===== config.mk =====
export PLATFORM = sky130hd
export DESIGN_NAME = updown_mod_counter_flat
export DESIGN_NICKNAME = d
export VERILOG_FILES = /design/src/rtl/updown_mod_counter_if.sv /design/src/rtl/updown_mod_counter.sv /design/src/flat_wrapper.sv
export SDC_FILE = /design/constraint.sdc
export NUM_CORES = 1
export LEC_CHECK = 0
export CAP_MARGIN = 20
export CORE_MARGIN = 3
export CORE_UTILIZATION = 30
export DETAILED_ROUTE_END_ITERATION = 12
export PLACE_DENSITY = 0.51
export SLEW_MARGIN = 10
export SYNTH_ARGS = -nofsm -noshare
export SYNTH_HDL_FRONTEND = slang
export SYNTH_SLANG_ARGS = --single-unit

===== constraint.sdc =====
create_clock -name clk -period 5.75 [get_ports clk]
set_clock_uncertainty 0.1 [all_clocks]
set_input_delay 1.4375 -clock clk [delete_from_list [all_inputs] [get_ports clk]]
set_output_delay 1.4375 -clock clk [all_outputs]
set_load 0.05 [all_outputs]

===== src/rtl/updown_mod_counter_if.sv =====
// Control/status bundle for updown_mod_counter: the master drives the count
// controls, and the slave returns the count and its flags.
interface updown_mod_counter_if #(
    parameter int WIDTH = 8
);
    logic             enable;
    logic             direction;
    logic             load;
    logic [WIDTH-1:0] load_value;
    logic [WIDTH-1:0] step;
    logic [WIDTH-1:0] limit;
    logic [WIDTH-1:0] counter_out;
    logic             tc;
    logic             at_max;
    logic             at_min;

    modport master (
        output enable, direction, load, load_value, step, limit,
        input  counter_out, tc, at_max, at_min
    );

    modport slave (
        input  enable, direction, load, load_value, step, limit,
        output counter_out, tc, at_max, at_min
    );
endinterface


===== src/rtl/updown_mod_counter.sv =====
// Up/down counter over the range 0..limit with a runtime step.
// It either wraps modulo limit+1 or clamps at the boundaries (SATURATE).
module updown_mod_counter #(
    parameter int WIDTH    = 8,
    parameter bit SATURATE = 1'b0
) (
    input  logic                  clk,
    input  logic                  rst,
    updown_mod_counter_if.slave   bus
);
    localparam logic [WIDTH:0] ONE_X = {{WIDTH{1'b0}}, 1'b1};

    logic [WIDTH-1:0] r_cnt;
    logic             r_tc;

    // One extra bit keeps the carry out of cnt+step and the value limit+1 exact.
    logic [WIDTH:0]   w_cnt_x;
    logic [WIDTH:0]   w_step_x;
    logic [WIDTH:0]   w_lim_x;
    logic [WIDTH:0]   w_mod;
    logic [WIDTH:0]   w_sum;
    logic [WIDTH:0]   w_up_wrap;
    logic [WIDTH:0]   w_dn_wrap;
    logic             w_up_ovf;
    logic             w_dn_unf;
    logic             w_oob;
    logic [WIDTH-1:0] w_nxt_cnt;
    logic             w_nxt_tc;

    assign w_cnt_x   = {1'b0, r_cnt};
    assign w_step_x  = {1'b0, bus.step};
    assign w_lim_x   = {1'b0, bus.limit};
    assign w_mod     = w_lim_x + ONE_X;
    assign w_sum     = w_cnt_x + w_step_x;
    assign w_up_wrap = w_sum - w_mod;
    assign w_dn_wrap = w_cnt_x + w_mod - w_step_x;
    assign w_up_ovf  = w_sum > w_lim_x;
    assign w_dn_unf  = w_step_x > w_cnt_x;
    assign w_oob     = r_cnt > bus.limit;

    always_comb begin
        w_nxt_cnt = r_cnt;
        w_nxt_tc  = 1'b0;
        if (bus.load) begin
            w_nxt_cnt = (bus.load_value > bus.limit) ? bus.limit : bus.load_value;
        end else if (bus.enable) begin
            if (w_oob) begin
                // The limit was lowered below the current count, so restart from zero.
                w_nxt_cnt = '0;
                w_nxt_tc  = 1'b1;
            end else if (bus.direction) begin
                if (w_up_ovf) begin
                    w_nxt_cnt = SATURATE ? bus.limit : w_up_wrap[WIDTH-1:0];
                    w_nxt_tc  = 1'b1;
                end else begin
                    w_nxt_cnt = w_sum[WIDTH-1:0];
                end
            end else begin
                if (w_dn_unf) begin
                    w_nxt_cnt = SATURATE ? '0 : w_dn_wrap[WIDTH-1:0];
                    w_nxt_tc  = 1'b1;
                end else begin
                    w_nxt_cnt = r_cnt - bus.step;
                end
            end
        end
    end

    always_ff @(posedge clk) begin
        if (!rst) begin
            r_cnt <= '0;
            r_tc  <= 1'b0;
        end else begin
            r_cnt <= w_nxt_cnt;
            r_tc  <= w_nxt_tc;
        end
    end

    assign bus.counter_out = r_cnt;
    assign bus.tc          = r_tc;
    assign bus.at_max      = (r_cnt == bus.limit);
    assign bus.at_min      = (r_cnt == '0);
endmodule


===== src/flat_wrapper.sv =====
// flat-port wrapper written by rule: the top's interface ports become plain ports
module updown_mod_counter_flat 
#(
    parameter int WIDTH    = 8,
    parameter bit SATURATE = 1'b0
)
  (clk, rst, bus_enable, bus_direction, bus_load, bus_load_value, bus_step, bus_limit, bus_counter_out, bus_tc, bus_at_max, bus_at_min);
  updown_mod_counter_if #(.WIDTH(WIDTH)) bus_i ();
  input  logic clk;
  input  logic rst;
  input wire logic [$bits(bus_i.enable)-1:0] bus_enable;
  input wire logic [$bits(bus_i.direction)-1:0] bus_direction;
  input wire logic [$bits(bus_i.load)-1:0] bus_load;
  input wire logic [$bits(bus_i.load_value)-1:0] bus_load_value;
  input wire logic [$bits(bus_i.step)-1:0] bus_step;
  input wire logic [$bits(bus_i.limit)-1:0] bus_limit;
  output wire logic [$bits(bus_i.counter_out)-1:0] bus_counter_out;
  output wire logic [$bits(bus_i.tc)-1:0] bus_tc;
  output wire logic [$bits(bus_i.at_max)-1:0] bus_at_max;
  output wire logic [$bits(bus_i.at_min)-1:0] bus_at_min;
  assign bus_i.enable = bus_enable;
  assign bus_i.direction = bus_direction;
  assign bus_i.load = bus_load;
  assign bus_i.load_value = bus_load_value;
  assign bus_i.step = bus_step;
  assign bus_i.limit = bus_limit;
  assign bus_counter_out = bus_i.counter_out;
  assign bus_tc = bus_i.tc;
  assign bus_at_max = bus_i.at_max;
  assign bus_at_min = bus_i.at_min;
  updown_mod_counter #(.WIDTH(WIDTH), .SATURATE(SATURATE)) u_core (.clk(clk), .rst(rst), .bus(bus_i));
endmodule

### After elaboration in Yosys (flattened, before gate mapping)

Index checks and enable logic that the tools add are counted.

* output and inout port bits: 11
* flip-flop bits (word level): 9
* input bits: 29
* logic and storage cells: 29

* bitwise logic cells: 2
* equal/unequal tests: 1
* reduce and logical (&&, ||, !) cells: 3
* $add $sub $neg: 6
* $lt $le $gt $ge: 4
* multiplexer cells: 11

Operator list (count)
* 8-bit 2-to-1 mux: 7
* 8-bit greater-than comparator: 3
* 8-bit subtractor: 3
* 8-bit by 8-bit adder with 9-bit output: 1
* 9-bit by 8-bit greater-than comparator with 1-bit output: 1
* 8-bit by 1-bit adder with 8-bit output, second input constant: 1
* 8-bit adder: 1
* 8-bit equality test: 1
* 8-bit logical NOT: 1
* 1-bit 2-to-1 mux: 4
* 3-bit OR reduction: 1
* 1-bit NOT: 2
* 2-bit nonzero test: 1

### Logic depth before layout (Yosys ltp)

* depth in word-level cells: 8
* gate-level depth with buffers: 16
* mapped depth without buffers: 15

### Least setup slack after synthesis

No wires, ideal clock.

* path kind: input -> register
* start: input port bus_step[3]
* end: register u_core.r_cnt[1] (netlist: u_core.bus.counter_out[1])
* path slack: 1.289 ns
* stages: 16
* library setup time: 0.126 ns
* data arrival time: 4.234 ns
* buffers on the path: 1
* required time: 5.524 ns
* cell sequence: inv_1 -> ha_1 -> clkbuf_1 -> nand2b_1 -> a21oi_1 -> a211oi_1 -> a21oi_1 -> xnor2_1 -> ha_1 -> nand4_1 -> o22a_1 -> o22ai_1 -> o311ai_4 -> mux2_4 -> a21oi_1 -> o22ai_1

* longest elaborated chain between the ends: 7
* elaborated cells between the ends (all ways): 9
* those cells by class: 1 x add/sub; 2 x order compare; 6 x mux

RTL lines
* start: declaration: RTL line flat_wrapper.sv:15 `input wire logic [$bits(bus_i.step)-1:0] bus_step;`
* 8-bit by 8-bit adder with 9-bit output: RTL line updown_mod_counter.sv:34 `assign w_sum = w_cnt_x + w_step_x;`
* 9-bit by 8-bit greater-than comparator with 1-bit output: RTL line updown_mod_counter.sv:37 `assign w_up_ovf = w_sum > w_lim_x;`
* 8-bit 2-to-1 mux: RTL line updown_mod_counter.sv:52 `if (w_up_ovf) begin`
* 8-bit 2-to-1 mux *: RTL line updown_mod_counter.sv:51 `end else if (bus.direction) begin`
* 8-bit 2-to-1 mux *: RTL line updown_mod_counter.sv:47 `if (w_oob) begin`
* 8-bit 2-to-1 mux *: RTL line updown_mod_counter.sv:46 `end else if (bus.enable) begin`
* 8-bit 2-to-1 mux *: RTL line updown_mod_counter.sv:44 `if (bus.load) begin`
* end signal: assignment: RTL line updown_mod_counter.sv:74 `r_cnt <= w_nxt_cnt;`
* end: declaration: RTL line updown_mod_counter.sv:13 `logic [WIDTH-1:0] r_cnt;`

Every way passes the cells marked *; elsewhere a longest branch is shown, timed or not. The select of a mux whose other input is x is not followed.
A chain may end at the register's enable or synchronous reset.

### Worst setup path in the final report

* start: input port bus_step[2]
* end: register u_core.r_cnt[0] (netlist: u_core.bus.counter_out[0])

Same word-level chain as after synthesis.

==> flow_summary.ini <==
[outcome]
status = finished clean

[detailed_routing]
firstDrtPassIters = 4
wl_per_cell_um = 17.7
drtIter0Drc = 115
num_vias = 2762
vias_per_cell = 5.48
postRouteAntennaNets = 0
drc = 0
detail_route.wirelength_um = 8900

[finish]
syn_to_final_growth_pct = 20.5
fill_cells = 953
drive_above_1_share = 0.0328
n_antenna_cell = 0
nets = 491

[power_and_ir_drop]
total_power_uw = 1970
irDropWorstVdd_v = 0.000208
powerDensity_nw_per_um2 = 584
leakagePower_uw = 0.00151

[critical_path]
r2r_slack_ps = 1660
crit_chain = clkdlybuf4s50_1 > inv_1 > ha_1 > clkinv_2 > o21a_1 > a211oi_1 > a21oi_1 > xnor2_1 > ha_1 > o22a_1 > o22ai_1 > o311ai_4 > mux2i_1 > mux2i_1 > o22ai_1
worst-path-stages = 15
worst_setup_path_start_kind = primary input
critPathRequiredTime_ps = 5760
cp_max_fo = 9
cp-end-kind = register
reg2reg_depth = 13
r2r-end = u_core.bus.counter_out[0]
critPathSlowestCell = clkdlybuf4s50_1
cpLargestDelayFamily = compound AO/OA/AOI/OAI gates
cp-startpoint = bus_step[2]
cp.arrival_ps = 5380
cp-endpoint = u_core.bus.counter_out[0]
critPathKind = in2reg
critPathMaxStageDelay_ps = 490
path_buf_inv = 3
r2r-start = u_core.bus.counter_out[2]

[die]
die_x_um = 103
start_util = 0.315
core_um2 = 8890
boundaryPins = 40
rows = 34
die-area_um2 = 10500
fp.dieH_um = 103

[synth]
ys_types = 50
synth_cells = 354
synth-edff-count = 0
synth-seq-area-share = 0.0644
synth_nets = 448
synth_seq_cells = 9
async_flop_share = 0
yosys_warnings = 0
synth_area_per_cell_um2 = 7.90
synth_flop_cell = dfxtp_1
syn-cell-area_um2 = 2800

[sta]
rsz0062_at_grt = false
finalSetupViolations = 0
fmax_mhz = 186
fin_setup_tns_ps = 0
drv_slew = 0
relSlewSlack = 0.533
worstMarginPinSlew_ps = 696
fin_crit_sh = 0.934
period_needed_ps = 5370
hold_viol_final = 0

[clock_network]
ctsHoldBuffers = 0
htreeDepth = 1
ctsRootBufferMaster = clkbuf_8
post-cts-setup-buffers = 0
cts.sinks = 9
clkLatencyLatePin_ps = 230
clkTransAtPathRegs_ps = 40
clock_path_buffers = 2
cts_tree = built
cts-resized-gates = 0
cts_inserted_buffers = 3

[job]
drv_cap = 0

[global_route]
grt_pass1_vias = 2678
grt_usage = 0.175
grt_max_degree = 16
grt_pass1_wl_um = 14300
antenna_found_initial = 0
globalRoute.totalOverflow = 0

[placed_design]
port_buffers = 39
place_hpwl_um = 7600
gp_congestion = 0.911

[min_path]
hold_class = reg2reg
## layout make-up
cell class              instances  area (um^2)  area share
flip-flops and latches          9          180      0.0534
repair buffers                 44          428       0.127
inverters                      39          148      0.0438
clock buffers                   4         45.0      0.0134
multi-input cells             300         2440       0.722
well taps                     108          135      0.0401
## how the worst min path moves through the flow
| stage | start | end | slack [ps] | cells past startpoint |
|---|---|---|---|---|
| finish | u_core.bus.counter_out[0] | u_core.bus.counter_out[0] | 560 | 2 |
| global route | u_core.bus.counter_out[0] | u_core.bus.counter_out[0] | 650 | 2 |
| CTS | u_core.bus.counter_out[0] | u_core.bus.counter_out[0] | 560 | 2 |
| detailed placement | u_core.bus.counter_out[0] | u_core.bus.counter_out[0] | 550 | 2 |
| global placement | u_core.bus.counter_out[0] | u_core.bus.counter_out[0] | 550 | 2 |
| floorplan | u_core.bus.counter_out[0] | u_core.bus.counter_out[0] | 740 | 2 |
## report_power, final
| group | switching [uW] | leakage, uW | internal [uW] |
|---|---|---|---|
| sequential | 80.7 | 0.0000749 | 89.6 |
| combinational | 963 | 0.00141 | 761 |
| clock | 24.9 | 0.0000228 | 48.3 |
| total | 1070 | 0.00151 | 899 |
## synthesized netlist by cell type, types with 3 or more instances
cell type | number | area share
a211oi_1 | 10 | 0.027
a21o_1 | 8 | 0.021
a21oi_1 | 40 | 0.072
a22oi_1 | 4 | 0.011
buf_2 | 3 | 0.0054
dfxtp_1 | 9 | 0.064
fa_1 | 10 | 0.072
ha_1 | 55 | 0.25
inv_1 | 38 | 0.051
mux2i_1 | 7 | 0.025
nand2_1 | 11 | 0.015
nand2b_1 | 7 | 0.016
nand3_1 | 7 | 0.013
nand4_1 | 4 | 0.0089
nor2_1 | 15 | 0.020
nor2b_1 | 5 | 0.011
nor3_1 | 12 | 0.021
o211ai_1 | 3 | 0.0080
o21a_1 | 4 | 0.011
o21ai_0 | 25 | 0.045
o21bai_1 | 3 | 0.0080
o22ai_1 | 5 | 0.011
or3_1 | 3 | 0.0067
xnor2_1 | 24 | 0.075
xor2_1 | 6 | 0.019
## kinds of logic after synthesis
group | share of synthesized area
fa+ha+maj | 0.318
buf+inv | 0.0648
flops | 0.0644
compound gates | 0.282
simple gates | 0.133
mux | 0.0358
xor+xnor | 0.102
## cells in the final DEF, fill, tap and decap left out, drive strengths merged, types with 2 or more instances in the layout
cell type and instances:
ha 55, a21oi 40, clkdlybuf4s50 39, inv 38
o21ai 27, xnor2 24, nor2 15, nor3 12
nand2 11, a211oi 10, fa 10, dfxtp 9
a21o 8, nand3 7, nand2b 7, mux2i 7
xor2 6, nor2b 5, o22ai 5, buf 5
o21a 4, nand4 4, a22oi 4, clkbuf 4
or3 3, o211ai 3, o21bai 3, or4 2
a31oi 2, nand3b 2, and3 2, nor4 2
o211a 2, mux2 2, a22o 2, o221ai 2
o31ai 2
## per-stage QoR
stage / area, um^2 / utilization / setup WS (ps) / hold WS, ps / std cells
4_1_cts: 3370 / 0.379 / 316 / 562 / 504
6_report: 3370 / 0.379 / 379 / 561 / 504
5_1_grt: 3370 / 0.379 / 148 / 651 / 504
3_3_place_gp: 3330 / 0.374 / 46.7 / 554 / 500
3_5_place_dp: 3330 / 0.374 / 141 / 554 / 500
2_1_floorplan: 2800 / - / 1290 / 741 / 354
## worst register-to-register path: cells and delay by family, from the launching register on
| kind | cells | cell delay (ps) |
|---|---|---|
| flip-flops | 1 | 420 |
| buffers and inverters | 1 | 110 |
| adder cells (fa/ha/maj) | 2 | 800 |
| AO/OA/AOI/OAI | 7 | 1580 |
| multiplexers | 2 | 630 |
| XOR/XNOR | 1 | 320 |
## sequential cells by signal (all words and copies together), names as in the netlist
register                flops
u_core.bus.tc               1
u_core.bus.counter_out      8
## layer usage
| metal | share of wire | wire length (um) | global-route usage | up-vias |
|---|---|---|---|---|
| li1 | - | - | - | 1384 |
| met5 | 0 | 0 | 0 | - |
| met2 | 0.46 | 4080 | 0.286 | 70 |
| met1 | 0.49 | 4330 | 0.251 | 1300 |
| met3 | 0.044 | 393 | 0.0210 | 8 |
| met4 | 0.011 | 98 | 0.0303 | 0 |
(Power assumes the default switching activity.)
